==> config.mk <==
export PLATFORM = sky130hd
export DESIGN_NAME = ieee754_to_int
export DESIGN_NICKNAME = d
export VERILOG_FILES = /design/src/rtl/ieee754_pkg.sv /design/src/rtl/f32_unpack.sv /design/src/rtl/ieee754_to_int.sv
export SDC_FILE = /design/constraint.sdc
export NUM_CORES = 1
export LEC_CHECK = 0
export BUFFER_PORTS_ARGS = -buffer_cell sky130_fd_sc_hd__clkbuf_2
export CORE_UTILIZATION = 56
export CTS_BUF_LIST = sky130_fd_sc_hd__clkbuf_16
export DETAILED_ROUTE_END_ITERATION = 8
export GPL_TIMING_DRIVEN = 0
export PLACE_DENSITY = 0.79
export RECOVER_POWER = 100
export SYNTH_ARGS = -nofsm -noshare
export SYNTH_HDL_FRONTEND = slang
export SYNTH_SLANG_ARGS = --single-unit
==> constraint.sdc <==
create_clock -name CLK -period 5.1 [get_ports CLK]
set_input_delay 0 -clock CLK [delete_from_list [all_inputs] [get_ports CLK]]
set_output_delay 0 -clock CLK [all_outputs]
set_load 0.02 [all_outputs]
==> src/rtl/ieee754_pkg.sv <==
// ieee754_pkg: single-precision field constants and converter FSM states,
// shared by the float<->int converters.
package ieee754_pkg;
   localparam int EXP_W = 8;
   localparam int FRAC_W = 23;
   localparam int BIAS = 127;
   localparam logic [EXP_W-1:0] EXP_SPECIAL = 8'hFF;
   typedef enum logic [2:0] {S_IDLE, S_UNPACK, S_SHIFT, S_ROUND, S_SIGN, S_DONE} state_t;
endpackage

==> src/rtl/f32_unpack.sv <==
// f32_unpack: splits a single-precision word into sign/fraction, classifies it
// and returns the unbiased exponent.
module f32_unpack
   import ieee754_pkg::*;
(
   input  logic [31:0]       word_i,
   output logic              sign_o,
   output logic [FRAC_W-1:0] frac_o,
   output logic              zero_o,
   output logic              denorm_o,
   output logic              inf_o,
   output logic              nan_o,
   output logic signed [8:0] e_o
);
   logic [EXP_W-1:0] ex;
   assign sign_o   = word_i[31];
   assign ex       = word_i[30:23];
   assign frac_o   = word_i[22:0];
   assign zero_o   = ex == '0 && frac_o == '0;
   assign denorm_o = ex == '0 && frac_o != '0;
   assign inf_o    = ex == EXP_SPECIAL && frac_o == '0;
   assign nan_o    = ex == EXP_SPECIAL && frac_o != '0;
   assign e_o      = $signed({1'b0, ex} - 9'(BIAS));
endmodule

==> src/rtl/ieee754_to_int.sv <==
// ieee754_to_int: iterative float -> saturating signed integer converter.
// Define IEEE754_TO_INT_ROUND_EN for round-to-nearest-even (default truncates).
module ieee754_to_int
   import ieee754_pkg::*;
#(
   parameter int OUT_WIDTH = 16
) (
   input  logic                 CLK,
   input  logic                 RST,
   input  logic [31:0]          Data754,
   input  logic                 inputCS,
   output logic [OUT_WIDTH-1:0] IntOutput,
   output logic                 outputCS,
   output logic                 busy,
   output logic                 ovf,
   output logic                 nan
);
   localparam int W = OUT_WIDTH;
   localparam int MW = W > 24 ? W : 24;
   localparam logic [MW-1:0] POS_LIM = MW'((64'd1 << (W - 1)) - 64'd1);
   localparam logic [MW-1:0] NEG_LIM = MW'(64'd1 << (W - 1));
   localparam logic signed [8:0] E_TOP = 9'(W - 1);
   state_t state_q, state_d;
   logic cs_q;
   logic [31:0] data_q, data_d;
   logic [MW-1:0] mag_q, mag_d, rnd, lim;
   logic [4:0] n_q, n_d;
   logic left_q, left_d, sat_q, sat_d;
   logic [W-1:0] int_q, int_d;
   logic ocs_q, ocs_d, ovf_q, ovf_d, nan_q, nan_d;
   logic sign, f_zero, f_denorm, f_inf, f_nan;
   logic [FRAC_W-1:0] frac;
   logic signed [8:0] e;
   f32_unpack u_unpack (
      .word_i(data_q), .sign_o(sign), .frac_o(frac), .zero_o(f_zero),
      .denorm_o(f_denorm), .inf_o(f_inf), .nan_o(f_nan), .e_o(e)
   );
   function automatic logic [W-1:0] sat_val(input logic s);
      return s ? {1'b1, {(W - 1){1'b0}}} : {1'b0, {(W - 1){1'b1}}};
   endfunction
`ifdef IEEE754_TO_INT_ROUND_EN
   localparam logic signed [8:0] E_MIN = -9'sd1;
   logic guard_q, guard_d, sticky_q, sticky_d;
   assign rnd = mag_q + MW'(guard_q && (sticky_q || mag_q[0]));
`else
   localparam logic signed [8:0] E_MIN = 9'sd0;
   assign rnd = mag_q;
`endif
   assign lim = sign ? NEG_LIM : POS_LIM;
   assign IntOutput = int_q;
   assign outputCS = ocs_q;
   assign ovf = ovf_q;
   assign nan = nan_q;
   assign busy = state_q != S_IDLE;
   always_comb begin
      state_d = state_q;
      data_d = data_q;
      mag_d = mag_q;
      n_d = n_q;
      left_d = left_q;
      sat_d = sat_q;
      int_d = int_q;
      ovf_d = ovf_q;
      nan_d = nan_q;
      ocs_d = 1'b0;
`ifdef IEEE754_TO_INT_ROUND_EN
      guard_d = guard_q;
      sticky_d = sticky_q;
`endif
      case (state_q)
         S_IDLE: begin
            data_d = (inputCS && !cs_q) ? Data754 : data_q;
            state_d = (inputCS && !cs_q) ? S_UNPACK : S_IDLE;
         end
         S_UNPACK: begin
            mag_d = MW'({1'b1, frac});
            left_d = e > 9'sd23;
            n_d = left_d ? 5'(e - 9'sd23) : 5'(9'sd23 - e);
            sat_d = 1'b0;
`ifdef IEEE754_TO_INT_ROUND_EN
            guard_d = 1'b0;
            sticky_d = 1'b0;
`endif
            state_d = n_d == '0 ? S_ROUND : S_SHIFT;
            // Specials, tiny values and out-of-range exponents finish immediately
            if (f_nan || f_zero || f_denorm || e < E_MIN || e >= E_TOP) begin
               state_d = S_DONE;
               ocs_d = 1'b1;
               nan_d = f_nan;
               ovf_d = f_inf || (!f_nan && e >= E_TOP && !(sign && e == E_TOP && frac == '0));
               int_d = (f_nan || f_zero || f_denorm || e < E_MIN) ? '0 : sat_val(sign);
            end
         end
         S_SHIFT: begin
            mag_d = left_q ? mag_q << 1 : mag_q >> 1;
`ifdef IEEE754_TO_INT_ROUND_EN
            guard_d = left_q ? guard_q : mag_q[0];
            sticky_d = sticky_q | guard_q;
`endif
            n_d = n_q - 5'd1;
            state_d = n_q == 5'd1 ? S_ROUND : S_SHIFT;
         end
         S_ROUND: begin
            sat_d = rnd > lim;
            mag_d = sat_d ? lim : rnd;
            state_d = S_SIGN;
         end
         S_SIGN: begin
            int_d = sign ? W'(-mag_q) : W'(mag_q);
            ovf_d = sat_q;
            nan_d = 1'b0;
            ocs_d = 1'b1;
            state_d = S_DONE;
         end
         S_DONE: state_d = S_IDLE;
         default: state_d = S_IDLE;
      endcase
   end
   always_ff @(posedge CLK or negedge RST) begin
      if (!RST) begin
         state_q <= S_IDLE;
         cs_q <= 1'b0;
         data_q <= '0;
         mag_q <= '0;
         n_q <= '0;
         left_q <= 1'b0;
         sat_q <= 1'b0;
         int_q <= '0;
         ocs_q <= 1'b0;
         ovf_q <= 1'b0;
         nan_q <= 1'b0;
`ifdef IEEE754_TO_INT_ROUND_EN
         guard_q <= 1'b0;
         sticky_q <= 1'b0;
`endif
      end else begin
         state_q <= state_d;
         cs_q <= inputCS;
         data_q <= data_d;
         mag_q <= mag_d;
         n_q <= n_d;
         left_q <= left_d;
         sat_q <= sat_d;
         int_q <= int_d;
         ocs_q <= ocs_d;
         ovf_q <= ovf_d;
         nan_q <= nan_d;
`ifdef IEEE754_TO_INT_ROUND_EN
         guard_q <= guard_d;
         sticky_q <= sticky_d;
`endif
      end
   end
endmodule

==> metrics.md <==
| Metric | Value |
|---|---|
| Mean Syn Cell Area | 10.25 um^2 |
| Antenna violations before repair | 0 |
| Row count | 34 |
| H-tree depth | 3 |
| DIE HEIGHT | 97.85 um |
| Worst Setup Start Kind | flip-flop |
| Peak supply drop | 0.3822 mV |
| Worst path required time | 5.33 ns |
| WL final | 12,590 um |
| Overall routing resource usage | 27.61% |
| Violated checks | DRC, capacitance limit, slew limit |
| Final hold violation count | 0 |
| Clock Path Buffers | 2 |
| First-iteration detailed-routing DRC count | 227 |
| Yosys warning total | 0 |
| Cells after DPL | 665 |
| Async set or reset register ratio after synthesis | 100.0% |
| Top-area cell type share of the netlist area | 41.83% |
| Wire per inst | 17.61 um |
| Top FF cell, synth | dfrtp_1 |
| Clock Skew | 0.007507 ns |
| Via/cell ratio | 6.105 |
| Routed Antenna Nets | 0 |
| Diode count | 0 |
| Crit path DAT | 4.41 ns |
| Status | complete, but fails checks |
| Critical Path Most Common Cell | clkbuf_1 |
| RSZ-0062 raised after global routing | no |
| Post-synthesis sequential area ratio | 41.83% |
| CTS sink cnt | 86 |
| Post-CTS Hold Fix Bufs | 34 |
| Worst Max-Slew Pin Slew | 1.649 ns |
| Commonest non-fill, non-tap cell in the layout | dfrtp_1 |
| CP Class | flip-flop to flip-flop |
| Grt total ovfl | 0 |
| CP max-delay cell | dfrtp_1 |
| Post-route insts no fill | 715 |
| Root buffer cell | clkbuf_16 |
| Fmax | 239.1 MHz |
| PnR Total Power | 4.320 mW |
| Core Area | 8806 um^2 |
| Storage cell area | 2152 um^2 |
| Clock transition at path regs | 0.07 ns |
| Cell breakdown of the critical path | clkbuf_1, inv_1, ha_1, nand4_1, or3_1, o221ai_1, nor2b_1, clkbuf_1, clkbuf_1, mux2_2 |
| Mapped Cells | 502 |
| IO Count | 55 |
| TritonCTS clock tree | done |
| Post-synth EDFFs | 0 |
| Multi-input gate area | 2794 um^2 |
| Area grow syn2layout | 19.48% |
| Layout Nets | 664 |
| Post-DP Area | 5580 um^2 |
| Power density cells | 702.7 nW/um^2 |
| Num CTS Buffers | 9 |
| Post-Syn Nets | 564 |
| Die W | 97.85 um |
| Mapped Area | 5145 um^2 |
| # Post-CTS Setup Buffers | 0 |
| Max Fanout on Critical Path | 15 |
| Largest net degree at the start of global routing | 59 |
| HP Class | input pin to flip-flop |
| DP HPWL | 8825 um |
| Fraction of layout cells with a size suffix above 1 | 19.11% |
| Slew headroom | -9.910% |
| Crit. End Element | flip-flop |
| DP Worst Slack | 1.539 ns |
| Vias in the first global route | 4,433 |
| Final setup TNS | 0 ns |
| Placer Congestion | 0.8492 |
| TritonRoute pass-1 iters | 7 |
| Smallest setup slack after layout | 0.9177 ns |
| Top cells by area, synth | dfrtp_1 (42%), mux2_2 (13%), ha_1 (6.6%) |
| Synth area leader | dfrtp_1 |
| IO buf count | 54 |
| Post-Layout Inst Area | 6147 um^2 |
| Fin crit period | 4.182 ns |
| Vias | 4,365 |
| Final setup vio count | 0 |
| Commonest cells after routing, fill and taps aside | dfrtp_1 (86), mux2_2 (58), clkbuf_1 (50), o21ai_0 (50), nand2_1 (48) |
| Yosys cell types | 61 |
| Leakage | 2.681 nW |
| Slowest cell delay on critical path | 0.66 ns |
| Initial cell density of the core | 58.43% |
| Crit share post-route | 82.01% |
| Clk_lat worst skew | 0.34 ns |
| Post-CTS Resized | 0 |
| First-pass GRT wire length | 21,110 um |
| Remaining DRCs | 8 |
| Max_cap viols | 1 |
| Synthesized flop and latch total | 86 |
| Fill cells | 671 |
| Max Slew Vio Count | 29 |
| Die area | 9575 um^2 |
-- synthesized netlist by cell type, types with 2 or more instances --
| cell type | count |
|---|---|
| nand4_1 | 9 |
| nand2b_1 | 8 |
| nand3_1 | 3 |
| or3b_2 | 2 |
| dfrtp_1 | 86 |
| o221a_1 | 13 |
| o31ai_1 | 5 |
| ha_1 | 27 |
| nand3_2 | 2 |
| o21ai_0 | 50 |
| mux2i_1 | 11 |
| xor2_1 | 4 |
| buf_1 | 2 |
| nor4_1 | 8 |
| o311a_1 | 2 |
| a21oi_1 | 17 |
| mux2_2 | 58 |
| nor2_1 | 28 |
| clkbuf_1 | 22 |
| or2_2 | 2 |
| buf_6 | 2 |
| o211ai_1 | 2 |
| a21o_1 | 8 |
| nand2_1 | 48 |
| inv_1 | 9 |
| a22oi_1 | 3 |
| nor4b_1 | 2 |
| xnor2_1 | 19 |
| nor2b_1 | 6 |
| nor3_1 | 5 |
| or3_1 | 3 |
| o221ai_1 | 3 |
| inv_2 | 2 |
| buf_2 | 2 |
| a221o_1 | 2 |
| a31oi_1 | 2 |
-- per-stage QoR --
stage | hold slack (ns) | util [%]
2_1_floorplan | -0.2956 | -
6_report | 0.3230 | 69.81
3_3_place_gp | 0.1219 | 63.03
3_5_place_dp | -0.009091 | 63.37
4_1_cts | 0.1610 | 70.69
5_1_grt | 0.3617 | 69.81
-- state kept, by name (all words and copies together) (netlist names) --
name,cells
IntOutput,16
ovf,1
sat_q,1
cs_q,1
n_q,5
data_q,32
mag_q,24
left_q,1
nan,1
outputCS,1
state_q,3
-- power by group --
group,switching (mW),internal (mW)
logic,1.19,1.03
registers,0.403,1.03
clock network,0.286,0.386
total,1.88,2.44
-- final cells by class --
type / instances / share of cell area [%]
Clock inverter: 7 / 1.282
Tap cell: 108 / 2.198
Inverter: 11 / 0.6717
Multi-Input combinational cell: 376 / 45.45
Timing Repair Buffer: 89 / 9.933
Buffer: 29 / 1.791
Clock buffer: 9 / 3.664
Sequential cell: 86 / 35.01
-- kinds of logic (layout without fill, tap and decap cells) --
kind of cell	after synthesis	count (layout)	share of synthesized area, %
adder cells (fa/ha/maj)	27	27	6.566
XOR/XNOR	23	23	3.915
AND/OR/NAND/NOR	136	136	13.40
multiplexers	70	70	15.05
AO/OA/AOI/OAI	120	120	15.90
buffers and inverters	40	145	3.332
flip-flops	86	86	41.83
-- final timing paths --
check	start	to	slack [ns]	cells past startpoint
setup / recovery	data_q[31]	mag_q[13]	0.92	10
hold / removal	inputCS	cs_q	0.32	2
setup reg to reg	data_q[31]	mag_q[13]	0.92	10
hold reg to reg	ovf	ovf	0.52	2
max in group asynchronous	RST	n_q[3]	3.50	3
min in group asynchronous	RST	data_q[9]	0.61	2
-- metal layers --
layer	wire length, um	track usage, %	share of wire [%]
met5	0	0	0
met4	330	11.07	2.6
met3	635	5.082	5.0
met2	6176	47.45	49
met1	5448	34.35	43
-- critical path, delay by kind of cell, from the launching register on --
family / cells / cell delay, ns
flops: 1 / 0.66
mux: 1 / 0.41
simple gates: 3 / 0.69
compound gates: 1 / 0.29
buf+inv: 4 / 1.66
fa+ha+maj: 1 / 0.36
(Power assumes the default switching activity.)
